`src/rtl/alu_pkg.sv`:
```
// rtl/alu_pkg.sv - shared op codes and FSM state type for the multi-cycle ALU
package alu_pkg;

   // Base set (op[4] = 0); codes 13-15 produce 0.
   localparam logic [4:0] ALU_ADD    = 5'd0;
   localparam logic [4:0] ALU_SUB    = 5'd1;
   localparam logic [4:0] ALU_AND    = 5'd2;
   localparam logic [4:0] ALU_OR     = 5'd3;
   localparam logic [4:0] ALU_XOR    = 5'd4;
   localparam logic [4:0] ALU_SLL    = 5'd5;
   localparam logic [4:0] ALU_SRL    = 5'd6;
   localparam logic [4:0] ALU_SRA    = 5'd7;
   localparam logic [4:0] ALU_EQ     = 5'd8;
   localparam logic [4:0] ALU_ULT    = 5'd9;
   localparam logic [4:0] ALU_UGTE   = 5'd10;
   localparam logic [4:0] ALU_SLT    = 5'd11;
   localparam logic [4:0] ALU_SGTE   = 5'd12;

   // M-extension (op[4] = 1, op[3] = 0); codes 24-31 produce 0 in one cycle.
   localparam logic [4:0] ALU_MUL    = 5'd16;
   localparam logic [4:0] ALU_MULH   = 5'd17;
   localparam logic [4:0] ALU_MULHSU = 5'd18;
   localparam logic [4:0] ALU_MULHU  = 5'd19;
   localparam logic [4:0] ALU_DIV    = 5'd20;
   localparam logic [4:0] ALU_DIVU   = 5'd21;
   localparam logic [4:0] ALU_REM    = 5'd22;
   localparam logic [4:0] ALU_REMU   = 5'd23;

   typedef enum logic [1:0] {
      IDLE = 2'd0,
      CALC = 2'd1,
      FIX  = 2'd2,
      DONE = 2'd3
   } alu_state_e;

endpackage

```
`src/rtl/alu_md_iter.sv`:
```
// rtl/alu_md_iter.sv - iterative shift-add multiplier / restoring divider with sign fixup
//
// Ports:
//   clk_i, reset_i   clock, synchronous active-high reset
//   flush_i          stops any iteration in progress (counter cleared)
//   start_i          load operands and begin XLEN iterations
//   op_i, a_i, b_i   M-extension op and operands, sampled only on start_i
//   last_o           high during the final iteration (counter == 1)
//   result_o         sign-corrected result, valid once iterations have finished
module alu_md_iter
   import alu_pkg::*;
#(
   parameter int XLEN = 32
) (
   input  logic            clk_i,
   input  logic            reset_i,
   input  logic            flush_i,
   input  logic            start_i,
   input  logic [4:0]      op_i,
   input  logic [XLEN-1:0] a_i,
   input  logic [XLEN-1:0] b_i,
   output logic            last_o,
   output logic [XLEN-1:0] result_o
);

   localparam int CW = $clog2(XLEN + 1);

   logic [CW-1:0]   cnt_q;
   logic [4:0]      op_q;
   logic [XLEN-1:0] acc_q;    // product high half / partial remainder
   logic [XLEN-1:0] lo_q;     // product low half (multiplier) / dividend->quotient
   logic [XLEN-1:0] opnd_q;   // |multiplicand| / |divisor|
   logic [XLEN-1:0] a_q;      // original a, needed for REM by zero and DIV overflow
   logic            neg_a_q, neg_b_q, b_zero_q, b_m1_q;

   logic            sign_a, sign_b, neg_a, neg_b;
   logic [XLEN-1:0] mag_a, mag_b;
   logic [XLEN:0]   mul_sum, div_sh, div_diff;
   logic [XLEN-1:0] acc_d, lo_d;

   assign sign_a = (op_i == ALU_MUL) || (op_i == ALU_MULH) || (op_i == ALU_MULHSU) ||
                   (op_i == ALU_DIV) || (op_i == ALU_REM);
   assign sign_b = (op_i == ALU_MUL) || (op_i == ALU_MULH) ||
                   (op_i == ALU_DIV) || (op_i == ALU_REM);
   assign neg_a  = sign_a & a_i[XLEN-1];
   assign neg_b  = sign_b & b_i[XLEN-1];
   assign mag_a  = neg_a ? -a_i : a_i;
   assign mag_b  = neg_b ? -b_i : b_i;

   // One iteration. Multiply shifts the running product right; divide shifts
   // the dividend into the remainder and subtracts when it does not go negative.
   assign mul_sum  = {1'b0, acc_q} + {1'b0, (lo_q[0] ? opnd_q : '0)};
   assign div_sh   = {acc_q, lo_q[XLEN-1]};
   assign div_diff = div_sh - {1'b0, opnd_q};

   always_comb begin
      acc_d = acc_q;
      lo_d  = lo_q;
      if (op_q[2]) begin
         if (!div_diff[XLEN]) begin
            acc_d = div_diff[XLEN-1:0];
            lo_d  = {lo_q[XLEN-2:0], 1'b1};
         end else begin
            acc_d = div_sh[XLEN-1:0];
            lo_d  = {lo_q[XLEN-2:0], 1'b0};
         end
      end else begin
         acc_d = mul_sum[XLEN:1];
         lo_d  = {mul_sum[0], lo_q[XLEN-1:1]};
      end
   end

   always_ff @(posedge clk_i) begin
      if (reset_i) begin
         cnt_q    <= '0;
         op_q     <= '0;
         acc_q    <= '0;
         lo_q     <= '0;
         opnd_q   <= '0;
         a_q      <= '0;
         neg_a_q  <= 1'b0;
         neg_b_q  <= 1'b0;
         b_zero_q <= 1'b0;
         b_m1_q   <= 1'b0;
      end else if (flush_i) begin
         cnt_q <= '0;
      end else if (start_i) begin
         cnt_q    <= CW'(XLEN);
         op_q     <= op_i;
         acc_q    <= '0;
         lo_q     <= mag_a;
         opnd_q   <= mag_b;
         a_q      <= a_i;
         neg_a_q  <= neg_a;
         neg_b_q  <= neg_b;
         b_zero_q <= (b_i == '0);
         b_m1_q   <= (b_i == '1);
      end else if (cnt_q != '0) begin
         cnt_q <= cnt_q - CW'(1);
         acc_q <= acc_d;
         lo_q  <= lo_d;
      end
   end

   assign last_o = (cnt_q == CW'(1));

   logic [2*XLEN-1:0] prod, prod_fix;
   logic [XLEN-1:0]   quo_fix, rem_fix;
   logic              ovf;

   assign prod     = {acc_q, lo_q};
   assign prod_fix = (neg_a_q ^ neg_b_q) ? -prod : prod;
   assign quo_fix  = (neg_a_q ^ neg_b_q) ? -lo_q : lo_q;
   assign rem_fix  = neg_a_q ? -acc_q : acc_q;   // remainder takes the dividend's sign
   assign ovf      = ((op_q == ALU_DIV) || (op_q == ALU_REM)) && b_m1_q &&
                     (a_q == {1'b1, {(XLEN-1){1'b0}}});

   always_comb begin
      result_o = '0;
      case (op_q)
         ALU_MUL:                         result_o = prod_fix[XLEN-1:0];
         ALU_MULH, ALU_MULHSU, ALU_MULHU: result_o = prod_fix[2*XLEN-1:XLEN];
         ALU_DIV, ALU_DIVU:               result_o = b_zero_q ? '1 : (ovf ? a_q : quo_fix);
         ALU_REM, ALU_REMU:               result_o = b_zero_q ? a_q : (ovf ? '0 : rem_fix);
         default:                         result_o = '0;
      endcase
   end

endmodule

```
`src/rtl/alu_mc.sv`:
```
// rtl/alu_mc.sv - multi-cycle integer ALU with base RV32 ops and M-extension
//
// Ports:
//   clk_i, reset_i         clock, synchronous active-high reset
//   flush_i                kills any in-flight or held operation (result kept)
//   in_valid_i/in_ready_o  operation handshake; ready only in IDLE
//   op_i, a_i, b_i         op code and operands, sampled on accept only
//   out_valid_o/out_ready_i result handshake
//   result_o               registered result
//   busy_o                 unit not idle
module alu_mc
   import alu_pkg::*;
#(
   parameter int XLEN = 32
) (
   input  logic            clk_i,
   input  logic            reset_i,
   input  logic            flush_i,
   input  logic            in_valid_i,
   output logic            in_ready_o,
   input  logic [4:0]      op_i,
   input  logic [XLEN-1:0] a_i,
   input  logic [XLEN-1:0] b_i,
   output logic            out_valid_o,
   input  logic            out_ready_i,
   output logic [XLEN-1:0] result_o,
   output logic            busy_o
);

   localparam int SHW = $clog2(XLEN);

   alu_state_e      state_q, state_d;
   logic [XLEN-1:0] result_q, result_d;
   logic [XLEN-1:0] base_res, md_result;
   logic [SHW-1:0]  shamt;
   logic            md_start, md_last, is_m_op;

   assign shamt   = b_i[SHW-1:0];
   assign is_m_op = op_i[4] & ~op_i[3];

   always_comb begin
      base_res = '0;
      case (op_i)
         ALU_ADD:  base_res = a_i + b_i;
         ALU_SUB:  base_res = a_i - b_i;
         ALU_AND:  base_res = a_i & b_i;
         ALU_OR:   base_res = a_i | b_i;
         ALU_XOR:  base_res = a_i ^ b_i;
         ALU_SLL:  base_res = a_i << shamt;
         ALU_SRL:  base_res = a_i >> shamt;
         ALU_SRA:  base_res = $unsigned($signed(a_i) >>> shamt);
         ALU_EQ:   base_res = {{(XLEN-1){1'b0}}, a_i == b_i};
         ALU_ULT:  base_res = {{(XLEN-1){1'b0}}, a_i < b_i};
         ALU_UGTE: base_res = {{(XLEN-1){1'b0}}, a_i >= b_i};
         ALU_SLT:  base_res = {{(XLEN-1){1'b0}}, $signed(a_i) < $signed(b_i)};
         ALU_SGTE: base_res = {{(XLEN-1){1'b0}}, $signed(a_i) >= $signed(b_i)};
         default:  base_res = '0;
      endcase
   end

   always_comb begin
      state_d  = state_q;
      result_d = result_q;
      md_start = 1'b0;
      case (state_q)
         IDLE: begin
            if (in_valid_i) begin
               if (is_m_op) begin
                  md_start = 1'b1;
                  state_d  = CALC;
               end else begin
                  // Base op, or an undefined code that resolves to 0 in one cycle.
                  result_d = base_res;
                  state_d  = DONE;
               end
            end
         end
         CALC: if (md_last) state_d = FIX;
         FIX: begin
            result_d = md_result;
            state_d  = DONE;
         end
         DONE: if (out_ready_i) state_d = IDLE;
         default: state_d = IDLE;
      endcase
   end

   always_ff @(posedge clk_i) begin
      if (reset_i) begin
         state_q  <= IDLE;
         result_q <= '0;
      end else if (flush_i) begin
         state_q  <= IDLE;
      end else begin
         state_q  <= state_d;
         result_q <= result_d;
      end
   end

   alu_md_iter #(.XLEN(XLEN)) u_md (
      .clk_i    (clk_i),
      .reset_i  (reset_i),
      .flush_i  (flush_i),
      .start_i  (md_start),
      .op_i     (op_i),
      .a_i      (a_i),
      .b_i      (b_i),
      .last_o   (md_last),
      .result_o (md_result)
   );

   assign in_ready_o  = (state_q == IDLE);
   assign out_valid_o = (state_q == DONE);
   assign busy_o      = (state_q != IDLE);
   assign result_o    = result_q;

endmodule

```
`config.mk`:
```
export PLATFORM = sky130hd
export DESIGN_NAME = alu_mc
export DESIGN_NICKNAME = d
export VERILOG_FILES = /design/src/rtl/alu_pkg.sv /design/src/rtl/alu_md_iter.sv /design/src/rtl/alu_mc.sv
export SDC_FILE = /design/constraint.sdc
export NUM_CORES = 1
export LEC_CHECK = 0
export CORE_MARGIN = 8
export CORE_UTILIZATION = 40
export CTS_CLUSTER_SIZE = 40
export DETAILED_ROUTE_END_ITERATION = 10
export GPL_TIMING_DRIVEN = 0
export PLACE_DENSITY = 0.69
export RECOVER_POWER = 25
export SYNTH_ARGS = -nofsm -noshare
export SYNTH_HDL_FRONTEND = slang
export SYNTH_HIERARCHICAL = 1
export SYNTH_SLANG_ARGS = --single-unit
```
`constraint.sdc`:
```
create_clock -name clk_i -period 7.3 [get_ports clk_i]
set_clock_uncertainty 0.15 [all_clocks]
set_input_delay 0.73 -clock clk_i [delete_from_list [all_inputs] [get_ports clk_i]]
set_output_delay 0.73 -clock clk_i [all_outputs]
set_load 0.005 [all_outputs]
```
==> impl_results.md <==
- Max-cap viol count: 0
- P_leak: ~10 nW
- Crit path required time: between 7 and 8 ns
- Starting Density: 40.1%
- Final setup vio count: 0
- Comb pwr share: 52.8%
- Gr usage total: a little under two fifths
- Top Ports: approximately 110
- Status: finished, final reports clean
- Pwr Density: approximately 170 nW/um^2
- Net Sw Frac: 50.0%
- Layout fillers: roughly 6400
- Largest net degree at the start of global routing: 23
- Syn_nets: approximately 3700
- Core area: between 50000 and 60000 um^2
- Via count: between 20000 and 30000
- Cts bufs inserted: 17
- Area contributors post-synth: dfxtp_1, ha_1, a21oi_1, nor2_1, nand2_1
- Cells after Synth: approximately 3400
- Sequential share of power: around 24%
- Worst Hold Class: reg2reg
- CP startpoint kind: input pin
- Drt drc: 0
- Layout area overhead: 11.3%
- WL final: between 100 and 150 mm
- PortBufs: about 110
- Fin crit period: slightly above 7 ns
- Placed inst area: roughly 26000 um^2
- CP Max Fanout: 11
- Die W: between 200 and 300 um
- Clock network power share: between 20% and 30%
- Worst hold slack: 0.330 ns
- CTS Sinks: 177
- Distinct cell type count after synthesis: 99
- Share of cells above drive strength 1: ~4.5%
- Post-CTS Resized: 0
- Initial antenna violation count: 5
- Nets: ~3800
- CTS Root Cell: clkbuf_16
- Setup tns final: 0 ns
- Htree depth: 4
- Rel. slew slack: under 10%
- Vias/cell: 6.66
- Arr. time, crit path: approximately 7.2 ns
- Pwr Total: around 4.5 mW
- Main synth FF type: dfxtp_1
- First-pass GRT wire length: ~190 mm
- Congestion Overflow GR: 0
- Net Sw Power: 2.27 mW
- Post-CTS Hold Fix Bufs: 0
- Post-synth top area cell: dfxtp_1
- DRT iter0 DRCs: approximately 4000
- Share of the synthesized area in the top cell type: approximately 15%
- Die Ht: 261 um
- Full die area: slightly below 70000 um^2
- Unrepaired setup endpoints after global routing: false
- Final Hold Viols: 0
- # rows: 90
- Vias in the first global route: roughly 27000
- # Post-CTS Setup Buffers: 0
- Syn avg cell area: 7.04 um^2
- Dpl ws: 0.145 ns
- Reg2Reg Depth: 18
- Synth Cell Area: 24000 um^2
- FMAX: between 100 and 150 MHz
- Internal: between 2 and 2.5 mW
- Peak supply drop: 0.207 mV
- GP Congestion: between 1 and 1.5
- Asr flop ratio synth: 0%
- Register area share after synthesis: around 15%
- CP Capture Type: flip-flop
- Crit Path Category: in2reg
- #FFs+latches synth: around 180
- DRT Pass-1 Iters: 6
- Clk_lat worst skew: around 0.51 ns
- Clock slew at reported path FFs: about 0.08 ns
- CTS tree: built
- Finished Cell Area: about 27000 um^2
- Final Max Tran Viols: 0
- Setup ws final: ~0.25 ns
- Slew @ Worst Pin: 1.44 ns
- Tcrit/Tclk final: a little over nine tenths
- DR WL/cell: ~30 um
- Routed Antenna Nets: 0
- YS warnings: 6
- Final HPWL DP: between 100 and 150 mm
- EDFF count, synth: 0
- Max clock buf depth: 2
- Hold path depth: 2
==> synthesized netlist by cell type (21+ instances only) <==
| cell | count |
|---|---|
| a21oi_1 | 352 |
| ha_1 | 172 |
| mux4_2 | 36 |
| and3_1 | 35 |
| buf_2 | 23 |
| o31ai_1 | 48 |
| a31oi_1 | 48 |
| a22oi_1 | 52 |
| nor2_1 | 345 |
| nor3_1 | 70 |
| a21o_1 | 51 |
| o211ai_1 | 30 |
| xnor2_1 | 124 |
| nor4_1 | 36 |
| o21ai_0 | 221 |
| and2_1 | 21 |
| o22ai_1 | 27 |
| xor2_1 | 96 |
| nand3_1 | 58 |
| o221ai_1 | 40 |
| a211oi_1 | 124 |
| nand4_1 | 26 |
| clkbuf_1 | 214 |
| nand2b_1 | 41 |
| nand2_1 | 315 |
| dfxtp_1 | 177 |
| or3_1 | 32 |
| inv_1 | 155 |
| mux2i_1 | 80 |
| nor2b_1 | 43 |
==> layer usage <==
metal	vias up	GRT usage [%]	routed length [um]
met4	8	26.7	11400
met1	13650	45.9	50200
met5	-	0.730	128
met2	1953	56.3	55000
met3	481	8.70	13700
li1	12765	-	-
==> worst paths after layout <==
| check | start | to | slack, ns |
|---|---|---|---|
| setup / recovery | b_i[2] | result_o[18]$_SDFFE_PP0P_ | 0.25 |
| hold / removal | u_md/op_q[4]$_SDFFE_PP0P_ | u_md/op_q[4]$_SDFFE_PP0P_ | 0.33 |
| setup reg to reg | u_md/lo_q[0]$_SDFFE_PP0P_ | result_o[26]$_SDFFE_PP0P_ | 1.03 |
| hold reg to reg | u_md/op_q[4]$_SDFFE_PP0P_ | u_md/op_q[4]$_SDFFE_PP0P_ | 0.33 |
==> cells in the final DEF (no fill, tap or decap), types with 26 or more instances in the layout <==
cell             netlist  layout
and3_1                35      35
o21ai_0              221     221
nand4_1               26      26
clkdlybuf4s50_1        0      71
a22oi_1               52      52
o211ai_1              30      30
a21oi_1              352     352
a211oi_1             124     124
o221ai_1              40      40
xor2_1                96      96
mux4_2                36      36
nor2b_1               43      43
inv_1                155     155
nand2_1              315     315
or3_1                 32      32
o31ai_1               48      48
a31oi_1               48      48
xnor2_1              124     124
nor3_1                70      69
mux2i_1               80      80
o22ai_1               27      27
a21o_1                51      51
dfxtp_1              177     177
nor2_1               345     345
nand3_1               58      58
dlygate4sd3_1          0      36
ha_1                 172     172
nand2b_1              41      41
clkbuf_1             214     214
nor4_1                36      36
==> cells by family (layout without fill, tap and decap cells) <==
family,Yosys count,count (layout),synth area share (%)
fa+ha+maj,176,176,9.30
flops,177,177,14.8
other cells,0,3,0
mux,130,130,7.37
buf+inv,428,568,6.95
xor+xnor,220,220,8.03
simple gates,1090,1090,21.5
compound gates,1190,1190,32.1
==> through the flow <==
step / utilization, % / std cells
2_1_floorplan: - / 3411
3_3_place_gp: 43.6 / 4300
4_1_cts: 44.7 / 4333
6_report: 44.7 / 4336
5_1_grt: 44.7 / 4333
3_5_place_dp: 43.6 / 4301
==> power groups by stage <==
| stage | combinational [mW] | clock (mW) | sequential (mW) |
|---|---|---|---|
| floorplan | 1.53 | 0 | 1.09 |
| global placement | 2.32 | 0 | 1.13 |
| detailed placement | 2.31 | 0 | 1.13 |
| CTS | 2.32 | 1.04 | 1.10 |
| global route | 2.54 | 1.08 | 1.11 |
| finish | 2.40 | 1.04 | 1.11 |
==> registers in the layout (all words and copies together), names as in the netlist, 2 cells and up <==
signal,count
result_o,32
u_md/a_q,32
u_md/acc_q,32
u_md/cnt_q,6
u_md/lo_q,32
u_md/op_q,5
u_md/opnd_q,32
state_q,2
==> final cells by class <==
cell class                      instances  area (um^2)  area share [%]
Timing Repair Buffer                  108         1080            4.04
Tap cell                              782          978            3.66
Buffer                                262         1050            3.92
Inverter                              166          623            2.33
Multi-Input combinational cell       2806        18800            70.4
Sequential cell                       177         3540            13.3
Clock inverter                         15          213           0.796
Clock buffer                           17          425            1.59
Antenna cell                            3         7.51          0.0281
==> critical path: stages <==
cell	delay, ns
clkdlybuf4s50_1	0.85
clkbuf_1	0.34
inv_2	0.26
buf_1	0.61
buf_1	0.72
ha_1	0.37
buf_2	0.17
nand2b_1	0.15
a21oi_1	0.22
o21a_1	0.19
o21ai_1	0.14
a21oi_2	0.51
a311oi_1	0.32
a221o_1	0.35
a2111oi_0	1.09
o22ai_1	0.19
Note: power is estimated with default switching activity, not from simulation.
